<file path="src/rtl/lif_neuron_array.sv">
// Layer of leaky integrate-and-fire neurons with +/-1 weights, shared spike input,
// configurable leak shift, threshold and refractory period, plus a membrane monitor.
module lif_neuron_array #(
  parameter int N_NEURONS = 4,
  parameter int N_INPUTS  = 8,
  parameter int U_BITS    = 8,
  parameter int REF_BITS  = 3,
  localparam int IDX_W = (N_NEURONS > 1) ? $clog2(N_NEURONS) : 1,
  localparam int CFG_W = (N_INPUTS > U_BITS) ? N_INPUTS : U_BITS
) (
  input  logic                 clk,
  input  logic                 rst_n,
  input  logic                 in_valid,
  input  logic [N_INPUTS-1:0]  x,
  input  logic                 cfg_we,
  input  logic [1:0]           cfg_sel,
  input  logic [IDX_W-1:0]     cfg_idx,
  input  logic [CFG_W-1:0]     cfg_data,
  input  logic [IDX_W-1:0]     mon_idx,
  output logic [N_NEURONS-1:0] spike_out,
  output logic                 out_valid,
  output logic [U_BITS-1:0]    mon_u
);

  // Two guard bits so sum + leaked never wraps before saturation.
  localparam int SW = U_BITS + 2;
  localparam logic signed [SW-1:0] ONE   = SW'(1);
  localparam logic signed [SW-1:0] U_MAX = SW'((2 ** (U_BITS - 1)) - 1);
  localparam logic signed [SW-1:0] U_MIN = -U_MAX - ONE;

  logic signed [U_BITS-1:0] threshold_reg;
  logic [2:0]               shift_reg;
  logic [REF_BITS-1:0]      refract_reg;
  logic signed [SW-1:0]     thr_ext;
  logic [N_NEURONS-1:0]     spike_next;
  logic [U_BITS-1:0]        u_all [N_NEURONS];

  assign thr_ext = {{2{threshold_reg[U_BITS-1]}}, threshold_reg};

  always_ff @(posedge clk or negedge rst_n) begin
    if (!rst_n) begin
      threshold_reg <= U_BITS'(5);
      shift_reg     <= 3'd0;
      refract_reg   <= '0;
    end else if (cfg_we) begin
      case (cfg_sel)
        2'd1:    threshold_reg <= cfg_data[U_BITS-1:0];
        2'd2:    shift_reg     <= cfg_data[2:0];
        2'd3:    refract_reg   <= cfg_data[REF_BITS-1:0];
        default: ;
      endcase
    end
  end

  for (genvar gi = 0; gi < N_NEURONS; gi++) begin : g_neuron
    logic [N_INPUTS-1:0]      w_reg;
    logic signed [U_BITS-1:0] u_reg;
    logic [REF_BITS-1:0]      ref_reg;
    logic signed [SW-1:0]     sum;
    logic signed [SW-1:0]     u_ext;
    logic signed [SW-1:0]     leaked;
    logic signed [SW-1:0]     v_raw;
    logic signed [SW-1:0]     v;
    logic                     fire;

    always_comb begin
      sum = '0;
      for (int i = 0; i < N_INPUTS; i++) begin
        if (x[i]) sum = w_reg[i] ? sum + ONE : sum - ONE;
      end
      u_ext  = {{2{u_reg[U_BITS-1]}}, u_reg};
      leaked = (shift_reg == 3'd0) ? u_ext : u_ext - (u_ext >>> shift_reg);
      v_raw  = leaked + sum;
      if (v_raw > U_MAX)      v = U_MAX;
      else if (v_raw < U_MIN) v = U_MIN;
      else                    v = v_raw;
      fire = (ref_reg == '0) && (v >= thr_ext);
    end

    always_ff @(posedge clk or negedge rst_n) begin
      if (!rst_n) begin
        w_reg   <= '1;
        u_reg   <= '0;
        ref_reg <= '0;
      end else begin
        if (cfg_we && cfg_sel == 2'd0 && cfg_idx == IDX_W'(gi))
          w_reg <= cfg_data[N_INPUTS-1:0];
        if (in_valid) begin
          if (ref_reg != '0) begin
            u_reg   <= '0;
            ref_reg <= ref_reg - 1'b1;
          end else if (fire) begin
            u_reg   <= '0;
            ref_reg <= refract_reg;
          end else begin
            u_reg   <= v[U_BITS-1:0];
          end
        end
      end
    end

    assign spike_next[gi] = fire;
    assign u_all[gi]      = u_reg;
  end

  always_ff @(posedge clk or negedge rst_n) begin
    if (!rst_n) begin
      spike_out <= '0;
      out_valid <= 1'b0;
    end else begin
      out_valid <= in_valid;
      if (in_valid) spike_out <= spike_next;
    end
  end

  // Out-of-range monitor index reads as zero.
  always_comb begin
    mon_u = '0;
    for (int n = 0; n < N_NEURONS; n++) begin
      if (mon_idx == IDX_W'(n)) mon_u = u_all[n];
    end
  end

endmodule

</file>
<file path="config.mk">
export PLATFORM = sky130hd
export DESIGN_NAME = lif_neuron_array
export DESIGN_NICKNAME = d
export VERILOG_FILES = /design/src/rtl/lif_neuron_array.sv
export SDC_FILE = /design/constraint.sdc
export NUM_CORES = 1
export LEC_CHECK = 0
export CAP_MARGIN = 20
export CORE_ASPECT_RATIO = 2
export CORE_UTILIZATION = 30
export CTS_CLUSTER_DIAMETER = 80
export DETAILED_ROUTE_END_ITERATION = 7
export GPL_TIMING_DRIVEN = 0
export PLACE_DENSITY = 0.56
export SLEW_MARGIN = 20
export SYNTH_ARGS = -nofsm -noshare
export SYNTH_HDL_FRONTEND = slang
export SYNTH_SLANG_ARGS = --single-unit
</file>
<file path="constraint.sdc">
create_clock -name clk -period 13.8 [get_ports clk]
set_input_delay 2.07 -clock clk [delete_from_list [all_inputs] [get_ports clk]]
set_output_delay 2.07 -clock clk [all_outputs]
set_load 0.02 [all_outputs]
</file>
==> qor_table.md, run 1 <==
| Result | This run | Unit |
|:---|:---|:---|
| Run status | finished, final reports clean | - |
| DPL Wire Length | 59,200 | µm |
| Via-to-Cell Ratio | 5.51 | - |
| Library cell contributing the largest single delay on the critical path | sky130_fd_sc_hd__fa_1 | - |
| Worst Max-Slew Pin Slew | 1.12 | ns |
| Number of max-capacitance violations reported | 0 | - |
| Most common library cell in the layout ignoring fill and taps | sky130_fd_sc_hd__ha_1 | - |
| Maximum net fanout on the critical path | 4 | - |
| Sequential share of the synthesized area | 0.118 | - |
| DRC violations left | 0 | - |
| GPL Wtd Cong | 0.924 | - |
| Class of the tightest hold or removal check | flop to flop | - |
| Diode insertion count for antenna repair | 0 | - |
| Level count of the clock H-tree | 3 | - |
| Data required, critical path | 14.10 | ns |
| Number of max-slew violations in the final report | 0 | - |
| Number of hold-repair buffers added at the cts stage | 0 | - |
| Net count after synthesis | 2,938 | - |
| Number of global-route vias before repair | 20,400 | - |
| Complex-gate fraction of the synthesized area | 0.248 | - |
| Mean instance size in the synthesized netlist | 8.05 | µm² |
| Width of the die | 187 | µm |
| Maximum number of pins on one net before global-route repair | 74 | - |
| Simple-gate share of the synthesized area | 0.147 | - |
| GRT Total Usage | 0.203 | - |
| Total congestion overflow after global routing | 0 | - |
| Top cell type by total area after synthesis | sky130_fd_sc_hd__ha_1 | - |
| Yosys synthesis warning count | 0 | - |
| Die boundary height | 372 | µm |
| Post-synth EDFFs | 0 | - |
| Xor/xnor share of the synthesized area | 0.0910 | - |
| Maximum clock rate | 0.0738 | GHz |
| Post-layout nets | 3,096 | - |
| Capturing element type of the critical path | flop | - |
| Initial core utilization | 0.304 | - |
| Setup violations, final | 0 | - |
| Share of Yosys cell area claimed by the top area cell type | 0.185 | - |
| Number of iterations in the first detailed-routing pass | 5 | - |
| Final setup skew | 0.0192 | ns |
| DR vias | 19,900 | - |
| Clk Latency, worst-skew pair | 0.39 | ns |
| Top library cells by usage in the layout, fill and taps aside | sky130_fd_sc_hd__ha_1 (240), sky130_fd_sc_hd__inv_1 (193), sky130_fd_sc_hd__nor2_1 (189) | - |
| CTS tree | built | - |
| Largest family of logic cells by synthesized area | compound AO/OA/AOI/OAI gates | - |
| Post-synthesis share of cell area spent on full adders, half adders and majority gates | 0.232 | - |
| Number of nets with antenna violations after routing | 0 | - |
| Total wire length | 73,200 | µm |
| Mux contribution to synthesized area | 0.111 | - |
| Core Rows | 135 | - |
| Arrival time at the worst endpoint | 13.85 | ns |
| Number of endpoints with negative hold slack in the final report | 0 | - |
| Die area | 69,700 | µm² |
| Number of top-level pins | 39 | - |
| Sinks on the clock net | 95 | - |
| Cell area after synthesis | 20,600 | µm² |
| Crit path kind | input pin to flop | - |
| Area of the core region | 67,700 | µm² |
| First-pass GRT wire length | 109,000 | µm |
| Synth-to-layout area growth | 23.9 | % |
| Clock tree root driver cell | sky130_fd_sc_hd__clkbuf_16 | - |
| Startpoint Class | input pin | - |
| Count of input and output buffers | 31 | - |
| Antenna violations before repair | 2 | - |
| Final Critical Period | 13.55 | ns |
| Clock-pin slew reported for the worst setup and hold paths after clock tree synthesis | 0.09 | ns |
| Detailed router's first-iteration violation count | 766 | - |
| Total Neg Setup Slack | 0 | ns |
| Average wire per standard cell | 20.3 | µm |
| Headroom to the max-slew limit | 0.248 | - |
| Share of flip-flops with an asynchronous set or reset | 1.00 | - |
| Post-Syn Instances | 2,559 | - |
| Largest stage delay on the critical path | 0.53 | ns |
| Unrepaired setup endpoints after global routing | yes | - |
| Most numerous cell on the critical path | sky130_fd_sc_hd__ha_4 | - |
| Synthesis-stage register bit count | 95 | - |
| Top post-synthesis cells by area | sky130_fd_sc_hd__ha_1 (19%), sky130_fd_sc_hd__dfrtp_1 (7.4%), sky130_fd_sc_hd__mux2_2 (6.7%) | - |
| Buffer levels on the longest clock path | 2 | - |
| Post-synth top flop | sky130_fd_sc_hd__dfrtp_1 | - |
| Clock buffers created by TritonCTS | 9 | - |
| Fin crit share | 0.982 | - |
| Distinct cell type count after synthesis | 80 | - |
| Proportion of layout cells with a drive suffix above 1 | 0.246 | - |
layer usage:
metal,wire (µm),vias to the layer above,share of wire,global-route usage
li1,-,9578,-,-
met1,23300,9534,0.32,0.169
met2,40600,497,0.55,0.416
met3,1890,300,0.026,0.0202
met4,7480,4,0.10,0.183
met5,24,-,0.00033,0
logic make-up after synthesis:
family / after synthesis
AOI/OAI and AO/OA: 795
xor gates and xnor gates: 199
adders and majority gates: 353
buffers and inverters: 287
DFF: 95
muxes: 185
and+or+nand+nor: 645
cells in the mapped netlist (6+ instances only):
master                      number
sky130_fd_sc_hd__mux2_2        123
sky130_fd_sc_hd__ha_1          305
sky130_fd_sc_hd__a31oi_1        27
sky130_fd_sc_hd__nor2b_1        45
sky130_fd_sc_hd__and3_1         13
sky130_fd_sc_hd__a211oi_1       17
sky130_fd_sc_hd__nand3b_1        9
sky130_fd_sc_hd__o21ai_0       173
sky130_fd_sc_hd__buf_1          13
sky130_fd_sc_hd__a41oi_1         6
sky130_fd_sc_hd__o21a_1         65
sky130_fd_sc_hd__o2bb2ai_1       6
sky130_fd_sc_hd__mux2i_1        39
sky130_fd_sc_hd__a21oi_1       216
sky130_fd_sc_hd__mux4_2         23
sky130_fd_sc_hd__xnor2_1       132
sky130_fd_sc_hd__o21bai_1       35
sky130_fd_sc_hd__o211ai_1       13
sky130_fd_sc_hd__or3_1          14
sky130_fd_sc_hd__inv_1         204
sky130_fd_sc_hd__nand2_1       191
sky130_fd_sc_hd__a21boi_0       33
sky130_fd_sc_hd__fa_1           48
sky130_fd_sc_hd__xor2_1         57
sky130_fd_sc_hd__dfrtp_1        61
sky130_fd_sc_hd__clkbuf_1       64
sky130_fd_sc_hd__and2_1         11
sky130_fd_sc_hd__a211o_1         6
sky130_fd_sc_hd__nand2b_1       49
sky130_fd_sc_hd__nand3_1        36
sky130_fd_sc_hd__nor3_1         35
sky130_fd_sc_hd__a311oi_1       27
sky130_fd_sc_hd__nor2_1        200
sky130_fd_sc_hd__a31o_2          8
sky130_fd_sc_hd__o31ai_1        24
sky130_fd_sc_hd__dfstp_2        34
sky130_fd_sc_hd__nand4_1        11
sky130_fd_sc_hd__a21o_1         84
sky130_fd_sc_hd__o22ai_1         7
sky130_fd_sc_hd__nor3b_1        10
final cells by class:
| cell class | instances | area, µm² |
|---|---|---|
| fill | 6925 | 42200 |
| multi-input combinational | 2180 | 19300 |
| clock buffer | 9 | 225 |
| buffer | 77 | 319 |
| sequential | 95 | 2420 |
| tap | 890 | 1110 |
| clock inverter | 7 | 67.6 |
| inverter | 206 | 787 |
| timing repair buffer | 148 | 1270 |
critical path: cells and delay by family:
family / cells / cell delay, ns
AO/OA/AOI/OAI: 23 / 3.63
multiplexers: 3 / 0.77
AND/OR/NAND/NOR: 9 / 1.35
adder cells (fa/ha/maj): 11 / 3.21
XOR/XNOR: 11 / 1.94
buffers and inverters: 8 / 0.85
worst paths after layout:
check / startpoint / to / slack [ns] / cells after the start
hold reg to reg: spike_out[0]$_DFFE_PN0P_ / spike_out[0]$_DFFE_PN0P_ / 0.49 / 1
hold / removal: spike_out[0]$_DFFE_PN0P_ / spike_out[0]$_DFFE_PN0P_ / 0.49 / 1
min in group asynchronous: rst_n / g_neuron[2].u_reg[6]$_DFFE_PN0P_ / 1.56 / 1
setup reg to reg: g_neuron[0].w_reg[1]$_DFFE_PN1P_ / g_neuron[0].u_reg[1]$_DFFE_PN0P_ / 1.60 / 62
setup / recovery: x[0] / g_neuron[0].u_reg[1]$_DFFE_PN0P_ / 0.25 / 65
max in group asynchronous: rst_n / g_neuron[3].w_reg[2]$_DFFE_PN1P_ / 11.51 / 2
through the flow:
stage / instances / util / hold WS, ns / area [µm²] / setup slack [ns]
after floorplan: 2559 / - / 0.443 / 20600 / 0.0288
after global placement: 3480 / 0.325 / 0.467 / 22000 / -3.16
after detailed placement: 3481 / 0.326 / 0.467 / 22100 / -3.20
after CTS: 3551 / 0.350 / 0.493 / 23700 / 0.00290
after global routing: 3612 / 0.377 / 0.503 / 25500 / -0.330
final: 3612 / 0.377 / 0.494 / 25500 / 0.254
what timing repair did:
item | 4_1_cts | 5_1_grt
pin swaps | 61 | 134
setup endpoints to repair | 48 | 48
buffers inserted | 55 | 62
gates cloned | 3 | 0
resized for setup | 222 | 264
Power of run 1 is left out: the tool's default activity adds up to more than one toggle a clock period on the data nets, which glitch-free logic cannot reach.
==> run 2: changes to the inputs <==
Settings changed: CTS_BUF_LIST from default to sky130_fd_sc_hd__clkbuf_2 sky130_fd_sc_hd__clkbuf_4 sky130_fd_sc_hd__clkbuf_8, GPL_TIMING_DRIVEN 0 to default.
==> qor_table.md, run 2 (same netlist as run 1, synthesis figures left out) <==
| Result | This run | Unit | Change |
|:---|:---|:---|:---|
| Maximum net fanout on the critical path | 4 | - | unchanged |
| Total wire length | 69,400 | µm | -5.3% |
| Share of the core filled with cells | 0.418 | - | +0.0416 |
| DPL Wire Length | 56,400 | µm | -4.8% |
| Number of max-capacitance violations reported | 0 | - | unchanged |
| Level count of the clock H-tree | 3 | - | unchanged |
| Crit path kind | input pin to flop | - |  |
| Startpoint Class | input pin | - |  |
| Post-layout nets | 3,537 | - | +14% |
| Run status | finished, final reports clean | - |  |
| Met3 WL post-DR | 1300 | µm | -31% |
| Clock buffers created by TritonCTS | 9 | - | unchanged |
| DR vias | 21,200 | - | +6.3% |
| Largest stage delay on the critical path | 0.54 | ns | about the same |
| Initial core utilization | 0.304 | - | unchanged |
| Diode insertion count for antenna repair | 0 | - | unchanged |
| Proportion of layout cells with a drive suffix above 1 | 0.351 | - | +0.105 |
| Average wire per standard cell | 17.1 | µm | -16% |
| Crit Reg-Reg Startpoint | g_neuron[1].w_reg[1]$_DFFE_PN1P_ | - |  |
| Data required, critical path | 14.17 | ns | +0.07 ns |
| Top library cells by usage in the layout, fill and taps aside | sky130_fd_sc_hd__buf_4 (621), sky130_fd_sc_hd__ha_1 (260), sky130_fd_sc_hd__inv_1 (200) | - |  |
| Worst Min Path Start | spike_out[0]$_DFFE_PN0P_ | - |  |
| CTS tree | built | - |  |
| Number of top-level pins | 39 | - | unchanged |
| Maximum number of pins on one net before global-route repair | 71 | - | -4.1% |
| Setup violations, final | 0 | - | unchanged |
| Worst Max-Slew Pin Slew | 1.05 | ns | -0.0663 ns |
| Sinks on the clock net | 95 | - | unchanged |
| Detailed router's first-iteration violation count | 836 | - | +9.1% |
| Met2 wirelength from detailed routing | 39,200 | µm | -3.5% |
| Number of nets with antenna violations after routing | 0 | - | unchanged |
| Uppermost metal layer occupied by signal nets | met4 | - |  |
| Number of hold-repair buffers added at the cts stage | 0 | - | unchanged |
| Count of input and output buffers | 38 | - | +23% |
| GPL Wtd Cong | 0.899 | - | -2.7% |
| Setup slack at placement | -1.26 | ns | +1.94 ns |
| Via-to-Cell Ratio | 5.22 | - | -5.3% |
| Least setup slack across all paths after layout | 0.429 | ns | +0.175 ns |
| Filler Cells Inserted | 6,818 | - | -1.5% |
| Die area | 69,700 | µm² | unchanged |
| Clk Latency, worst-skew pair | 0.46 | ns | +0.07 ns |
| Total congestion overflow after global routing | 0 | - | unchanged |
| Headroom to the max-slew limit | 0.294 | - | +0.0454 |
| Most common library cell in the layout ignoring fill and taps | sky130_fd_sc_hd__buf_4 | - |  |
| Area of the core region | 67,700 | µm² | unchanged |
| Library cell contributing the largest single delay on the critical path | sky130_fd_sc_hd__fa_1 | - |  |
| FF-to-FF path depth | 63 | - | +1.6% |
| Core Rows | 135 | - | unchanged |
| Clock-pin slew reported for the worst setup and hold paths after clock tree synthesis | 0.11 | ns | +0.02 ns |
| Register-to-register setup slack | 1.68 | ns | +0.08 ns |
| Multi-input gate area in the final layout | 18,700 | µm² | -3.0% |
| Arrival time at the worst endpoint | 13.75 | ns | -0.10 ns |
| Synth-to-layout area growth | 37.6 | % |  |
| Width of the die | 187 | µm | unchanged |
| Class of the tightest hold or removal check | flop to flop | - |  |
| Endpoint, Worst Hold | spike_out[0]$_DFFE_PN0P_ | - |  |
| Routed metal-1 wirelength | 24,500 | µm | +5.4% |
| Number of iterations in the first detailed-routing pass | 5 | - | unchanged |
| Number of endpoints with negative hold slack in the final report | 0 | - | unchanged |
| Clock tree root driver cell | sky130_fd_sc_hd__clkbuf_8 | - |  |
| Number of max-slew violations in the final report | 0 | - | unchanged |
| Antenna violations before repair | 1 | - | -1 |
| Worst reg2reg path endpoint | g_neuron[1].u_reg[7]$_DFFE_PN0P_ | - |  |
| Capturing element type of the critical path | flop | - |  |
| Maximum clock rate | 0.0748 | GHz | +1.3% |
| Worst hold stages | 1 | - | unchanged |
| Die boundary height | 372 | µm | unchanged |
| Final setup skew | 0.0284 | ns | +0.00911 ns |
| Fin Hold WS | 0.506 | ns | +0.0122 ns |
| Final Critical Period | 13.37 | ns | -0.175 ns |
| First-pass GRT wire length | 107,000 | µm | -2.1% |
| DRC violations left | 0 | - | unchanged |
| Total area of sequential cells | 2420 | µm² | unchanged |
| GRT Total Usage | 0.193 | - | -0.00995 |
| Fin crit share | 0.969 | - | -0.0127 |
| Buffer levels on the longest clock path | 2 | - | unchanged |
| Number of global-route vias before repair | 21,300 | - | +4.4% |
==> run 2: changes by cell type in the layout (fill, tap and decap cells not counted), moves of 9 or more <==
cell                        before  now
sky130_fd_sc_hd__a21oi_2        40   58
sky130_fd_sc_hd__o21ai_2        36   22
sky130_fd_sc_hd__buf_1           9    0
sky130_fd_sc_hd__a21boi_1        3   12
sky130_fd_sc_hd__ha_4           60   43
sky130_fd_sc_hd__clkbuf_1       57    0
sky130_fd_sc_hd__buf_4         111  621
sky130_fd_sc_hd__clkbuf_16       9    0
sky130_fd_sc_hd__ha_1          240  260
sky130_fd_sc_hd__a21boi_2       17    8
sky130_fd_sc_hd__a21oi_1       166  154
sky130_fd_sc_hd__clkbuf_8        0    9
sky130_fd_sc_hd__o21ai_1        24   34
==> run 2: cell type report <==
type,count,area share
multi-input combinational,2180,0.661
timing repair buffer,666,0.180
sequential,95,0.0854
tap,890,0.0393
inverter,206,0.0275
clock buffer,9,0.00437
clock inverter,7,0.00256
==> run 2: worst max path at each step <==
stage	startpoint	end	slack, ns	depth (start not counted)
after floorplan	x[0]	g_neuron[0].u_reg[5]$_DFFE_PN0P_	0.03	64
after global placement	x[0]	g_neuron[3].u_reg[3]$_DFFE_PN0P_	-1.14	59
after detailed placement	x[0]	g_neuron[3].u_reg[3]$_DFFE_PN0P_	-1.26	60
after CTS	x[0]	g_neuron[0].u_reg[6]$_DFFE_PN0P_	0.006	64
after global routing	x[0]	g_neuron[1].u_reg[7]$_DFFE_PN0P_	-0.11	65
final	x[0]	g_neuron[1].u_reg[7]$_DFFE_PN0P_	0.43	65
==> run 2: worst max-delay path, delay by kind of cell <==
kind            cells  cell delay (ns)
fa+ha+maj          11             3.62
xor+xnor            4             0.55
simple gates       15             2.03
mux                 1             0.28
buf+inv             9             1.15
compound gates     25             4.03
==> run 2: metal layers <==
metal,vias to the layer above,GRT usage
li1,10400,-
met1,10200,0.180
met2,340,0.402
met3,152,0.0118
met4,0,0.120
met5,-,0
==> run 2: stage by stage <==
step	setup TNS [ns]	cells	area [µm²]
6_report	0	4053	28300
5_1_grt	-1.60	4053	28300
4_1_cts	0	4021	26700
3_5_place_dp	-51.92	3994	26200
3_3_place_gp	-42.55	3994	26200
2_1_floorplan	0	2559	20600
==> run 2: timing repair <==
action	4_1_cts	5_1_grt
endpoints found under the hold margin	0	0
pin swaps	25	130
setup buffers	9	32
gates cloned	2	1
resized for setup	63	303
setup endpoints to repair	48	48
Power of run 2 is left out for the same reason.
==> variant 1: new RTL, flow settings as in run 1 <==
Reset style: synchronous (`rst_n`), changed in 3 clocked blocks.
--- a/src/rtl/lif_neuron_array.sv
+++ b/src/rtl/lif_neuron_array.sv
@@ -37,7 +37,7 @@
 
   assign thr_ext = {{2{threshold_reg[U_BITS-1]}}, threshold_reg};
 
-  always_ff @(posedge clk or negedge rst_n) begin
+  always_ff @(posedge clk) begin
     if (!rst_n) begin
       threshold_reg <= U_BITS'(5);
       shift_reg     <= 3'd0;
@@ -77,7 +77,7 @@
       fire = (ref_reg == '0) && (v >= thr_ext);
     end
 
-    always_ff @(posedge clk or negedge rst_n) begin
+    always_ff @(posedge clk) begin
       if (!rst_n) begin
         w_reg   <= '1;
         u_reg   <= '0;
@@ -103,7 +103,7 @@
     assign u_all[gi]      = u_reg;
   end
 
-  always_ff @(posedge clk or negedge rst_n) begin
+  always_ff @(posedge clk) begin
     if (!rst_n) begin
       spike_out <= '0;
       out_valid <= 1'b0;
Behaviour: not the same (a bounded check fails within 4 cycles, from zero or initial values and one cycle with rst_n low; the reset may be asserted at any time).
==> variant 1 against run 1 <==
- count of clock-buffer cells in the layout is the same
- sequential cell count is the same
- setup slack lost 120 ps
- wire length grew 2.1%
- hold slack lost 32 ps
- synthesized area shrank 2.3%
- final area grew 0.20%
- largest cell class unchanged
Power is left out: it rests on default switching activity, and per cell area and clock period it moved more than threefold.
==> variant 1: results (changes against run 1) <==
* R2R depth at 60 (-3.2%)
* Vias in the first global route at 19700 (-3.5%)
* Status: finished, final reports clean
* Port Buffer Count at 30 (-3.2%)
* Hold EP: threshold_reg[1]
* Synth Net Count at 2923 (-0.51%)
* First-pass GRT wire length at 109000 um (-0.20%)
* Synth area leaders: ha_1, dfxtp_1, xnor2_1
* Largest net degree at the start of global routing at 20 (-73%)
* Post-Route WL at 74800 um (+2.1%)
* GRT overflow at 0 (unchanged)
* DP HPWL at 60200 um (+1.6%)
* Placement-stage cell area at 21600 um^2 (-2.3%)
* Sequential area share after synthesis at 9.46% (-2.3 points)
* Highest routed layer: met4
* Final Skew at 17.2 ps (-2.00 ps)
* Hold WS at 462 ps (-31.6 ps)
* Top_reg_cell synth: dfxtp_1
* Crit path largest cell delay at 520 ps
* M3 GR Usage at 1.67% (-0.35 points)
* Worst flop-to-flop path endpoint: g_neuron[1].u_reg[6]
* Max FO, Critical Path at 7 (+3)
* Worst slew margin at 27.2% (+2.4 points)
* Met2 Track Usage GR at 42.4% (+0.87 points)
* Detail Route met2 WL at 41400 um (+2.0%)
* GRT met1 Usage at 17.6% (+0.71 points)
* Slowest CP cell: fa_2
* Wire length on met1 at 23400 um (+0.76%)
* Layout Nets at 3110 (+0.45%)
* DR vias/cell at 5.46 (-1.0%)
* Layout cells sized above 1 at 23.9% (-0.65 points)
* Worst hold stages at 2 (+1)
* Count of different cell masters after synthesis at 86 (+7.5%)
* Initial DRC count at 783 (+2.2%)
* GPL Wtd Cong at 0.924 (about the same)
* Reg2reg start: g_neuron[1].w_reg[0]
* Hold Path Class: reg -> reg
* DRT Pass-1 Iters at 5 (unchanged)
* Post-synthesis async set-or-reset flop share at 0% (-100 points)
* CP arrival at 13950 ps (+100 ps)
* Wire length on met3 at 1650 um (-13%)
* Min-delay src: threshold_reg[1]
* Gr usage total at 21.2% (+0.89 points)
* Top post-synthesis cells by count: ha_1, a21oi_1, nand2_1, inv_1, nor2_1
* Worst reg2reg setup slack at 1720 ps (+120 ps)
* Initial antenna violation count at 1 (-1)
==> variant 1: cell count changes in the layout (fill, tap and decap cells not counted), sizes merged, moves of 23 or more <==
cell / before / now
o211ai: 13 / 45
dfrtp: 61 / 0
dfxtp: 0 / 95
dfstp: 34 / 0
buf: 135 / 169
mux2: 123 / 97
a311oi: 29 / 6
==> variant 1: layout make-up <==
class	count	area, um^2
Multi-Input combinational cell	2168	19600
Clock inverter	7	75.1
Clock buffer	9	225
Fill cell	6762	40500
Antenna cell	1	2.50
Buffer	82	357
Sequential cell	95	1900
Timing Repair Buffer	176	1520
Inverter	200	762
Tap cell	877	1100
==> variant 1: cell families (layout without fill, tap and decap cells) <==
group	count (synthesis)	after routing	synth area share (%)
buffers and inverters	282	474	5.36
adders and majority gates	352	352	23.7
AOI/OAI and AO/OA	794	794	25.9
xor gates and xnor gates	199	199	9.61
muxes	170	170	10.6
other	0	1	0
and+or+nand+nor	653	653	15.4
DFF	95	95	9.46
==> variant 1: worst max-delay path by stage <==
stage	from	end	slack, ps	cells after the start
2_1_floorplan	x[0]	g_neuron[1].u_reg[0]	70	60
3_3_place_gp	x[0]	g_neuron[1].u_reg[0]	-3950	61
3_5_place_dp	x[0]	g_neuron[1].u_reg[0]	-3980	61
4_1_cts	x[0]	g_neuron[1].u_reg[4]	-7	63
5_1_grt	x[0]	g_neuron[1].u_reg[0]	-330	63
6_report	x[0]	g_neuron[1].u_reg[6]	130	63
==> variant 1: per-stage QoR <==
step / cells / setup slack [ps]
after floorplan: 2545 / 72.9
after global placement: 3452 / -3950
after detailed placement: 3455 / -3980
after CTS: 3534 / -7.37
after global routing: 3614 / -332
final: 3615 / 130
==> variant 1: what timing repair did <==
action	CTS	global route
endpoints found under the setup margin	48	48
resized for setup	211	309
pin swaps	85	174
setup buffers	63	81
==> variant 2: new RTL, flow settings as in run 1 <==
Without the edit above. `N_INPUTS`: 8 -> 4.
--- a/src/rtl/lif_neuron_array.sv
+++ b/src/rtl/lif_neuron_array.sv
@@ -2,7 +2,7 @@
 // configurable leak shift, threshold and refractory period, plus a membrane monitor.
 module lif_neuron_array #(
   parameter int N_NEURONS = 4,
-  parameter int N_INPUTS  = 8,
+  parameter int N_INPUTS  = 4,
   parameter int U_BITS    = 8,
   parameter int REF_BITS  = 3,
   localparam int IDX_W = (N_NEURONS > 1) ? $clog2(N_NEURONS) : 1,
Interface: changed (resized x); port bits go from 39 to 35. No check against the original RTL was run, so the function may have changed too.
==> variant 2 against run 1 <==
- setup slack gained 1700 ps
- count of clock-buffer cells in the layout is the same
- final area shrank 45%
- via count shrank 41%
- fmax grew 14%
- final cell count shrank 42%
- synthesized area shrank 39%
- sequential cell count shrank 16
- wire length shrank 41%
Power is left out: the tool's default activity adds up to more than one toggle a clock period on the data nets, which glitch-free logic cannot reach.
==> variant 2: results (changes against run 1) <==
* Postcts setup bufs at 0 (-100%)
* CP arrival at 12150 ps (-1700 ps)
* Crit path largest cell delay at 1010 ps (+480 ps)
* DRT Pass-1 Iters at 5 (unchanged)
* CTS HTree Levels at 3 (unchanged)
* Top post-synthesis cells by count: ha_1, nor2_1, a21oi_1, nand2_1, inv_1
* DP Cell Count at 2096 (-40%)
* Hold Path Class: reg -> reg
* Syn avg cell area at 8.29 um^2 (+3.0%)
* Compound-cell area share of the yosys netlist at 23.7% (-1.2 points)
* Place WS at 1640 ps (+4850 ps)
* Worst reg2reg setup slack at 4530 ps (+2930 ps)
* Initial DRC count at 685 (-11%)
* Largest net degree at the start of global routing at 45 (-39%)
* Max FO, Critical Path at 12 (+8)
* Min-delay src: g_neuron[2].ref_reg[2]
* Gr usage total at 20.2% (-0.082 points)
* Post-synthesis mux area share at 10.3% (-0.83 points)
* Initial antenna violation count at 0 (-2)
* Synth area leaders: ha_1, dfrtp_1, a21oi_1
* Port Buffer Count at 31 (unchanged)
* Status: finished, final reports clean
* Root buffer selected by CTS: clkbuf_16
* PostCTS Resize Cnt at 0 (-100%)
* Sequential area share after synthesis at 15.8% (+4.1 points)
* Post-Synth Adder-Cell Area at 22.4% (-0.81 points)
* Number of flip-flops in the largest register at 32
* Vias in the first global route at 12200 (-40%)
* Critical Path Sink: g_neuron[0].u_reg[2]
* Post-Route WL at 42800 um (-41%)
* DP HPWL at 35900 um (-39%)
* Wire per inst at 20.3 um (about the same)
* Slowest CP cell: clkdlybuf4s50_1
* GPL Wtd Cong at 0.919 (-0.51%)
* Worst-margin pin slew at 936 ps (-183 ps)
* Diodes inserted at 0 (unchanged)
* Synth Area in XOR/XNOR at 7.17% (-1.9 points)
* First-pass GRT wire length at 65900 um (-40%)
* R2R depth at 37 (-40%)
* DR vias/cell at 5.56 (+0.82%)
* Count of different cell masters after synthesis at 75 (-6.3%)
* Synthesis Warnings at 0 (unchanged)
* Layout cells sized above 1 at 9.35% (-15 points)
* Layout Nets at 1798 (-42%)
* Final Skew at 4.27 ps (-15.0 ps)
* Top_reg_cell synth: dfrtp_1
* Clock slew at reported path FFs at 70 ps (-20 ps)
* Final setup margin at 1910 ps (+1660 ps)
* Post-CTS Hold Buffers at 0 (unchanged)
-- variant 2: changes by cell type after synthesis, moves of 59 or more --
cell     delta
ha_1      -127
inv_1     -104
a21oi_1    -84
o21ai_0    -78
mux2_2     -66
xnor2_1    -65
nor2_1     -63
nand2_1    -59
-- variant 2: worst min path at each step --
stage,end,slack (ps),cells past startpoint
floorplan,g_neuron[2].ref_reg[0],450,1
global placement,g_neuron[2].ref_reg[0],470,1
detailed placement,spike_out[0],470,1
CTS,g_neuron[2].ref_reg[2],490,1
global route,g_neuron[2].ref_reg[2],510,1
finish,g_neuron[2].ref_reg[2],490,1
-- variant 2: layer usage --
layer  track usage, %  vias to the layer above  routed length, um
li1                 -                     5647                  -
met1             17.2                     5613              13800
met2             39.8                      318              23600
met3             2.41                      166               1260
met4             18.4                        0               4110
met5                0                        -                  0
-- variant 2: kinds of logic after synthesis --
kind of cell / after synthesis
AOI/OAI and AO/OA: 461
adders and majority gates: 208
and+or+nand+nor: 431
DFF: 79
xor gates and xnor gates: 93
buffers and inverters: 154
muxes: 98
-- variant 2: layout make-up --
type / count / area (um^2)
inverter: 105 / 397
clock inverter: 7 / 61.3
tap: 540 / 676
timing repair buffer: 33 / 333
buffer: 49 / 198
sequential: 79 / 2000
clock buffer: 9 / 225
multi-input combinational: 1291 / 10100
fill: 4470 / 27700
-- variant 2: critical path: cells and delay by family --
kind            cells  cell delay, ps
buf+inv             6            1910
fa+ha+maj           7            2720
xor+xnor            2             800
simple gates        9            1740
mux                 1             230
compound gates     14            2660
-- variant 2: stage by stage --
step	cell area, um^2	hold slack (ps)
after floorplan	12600	450
after global placement	13600	470
after detailed placement	13600	474
after CTS	13900	486
after global routing	13900	507
final	13900	488
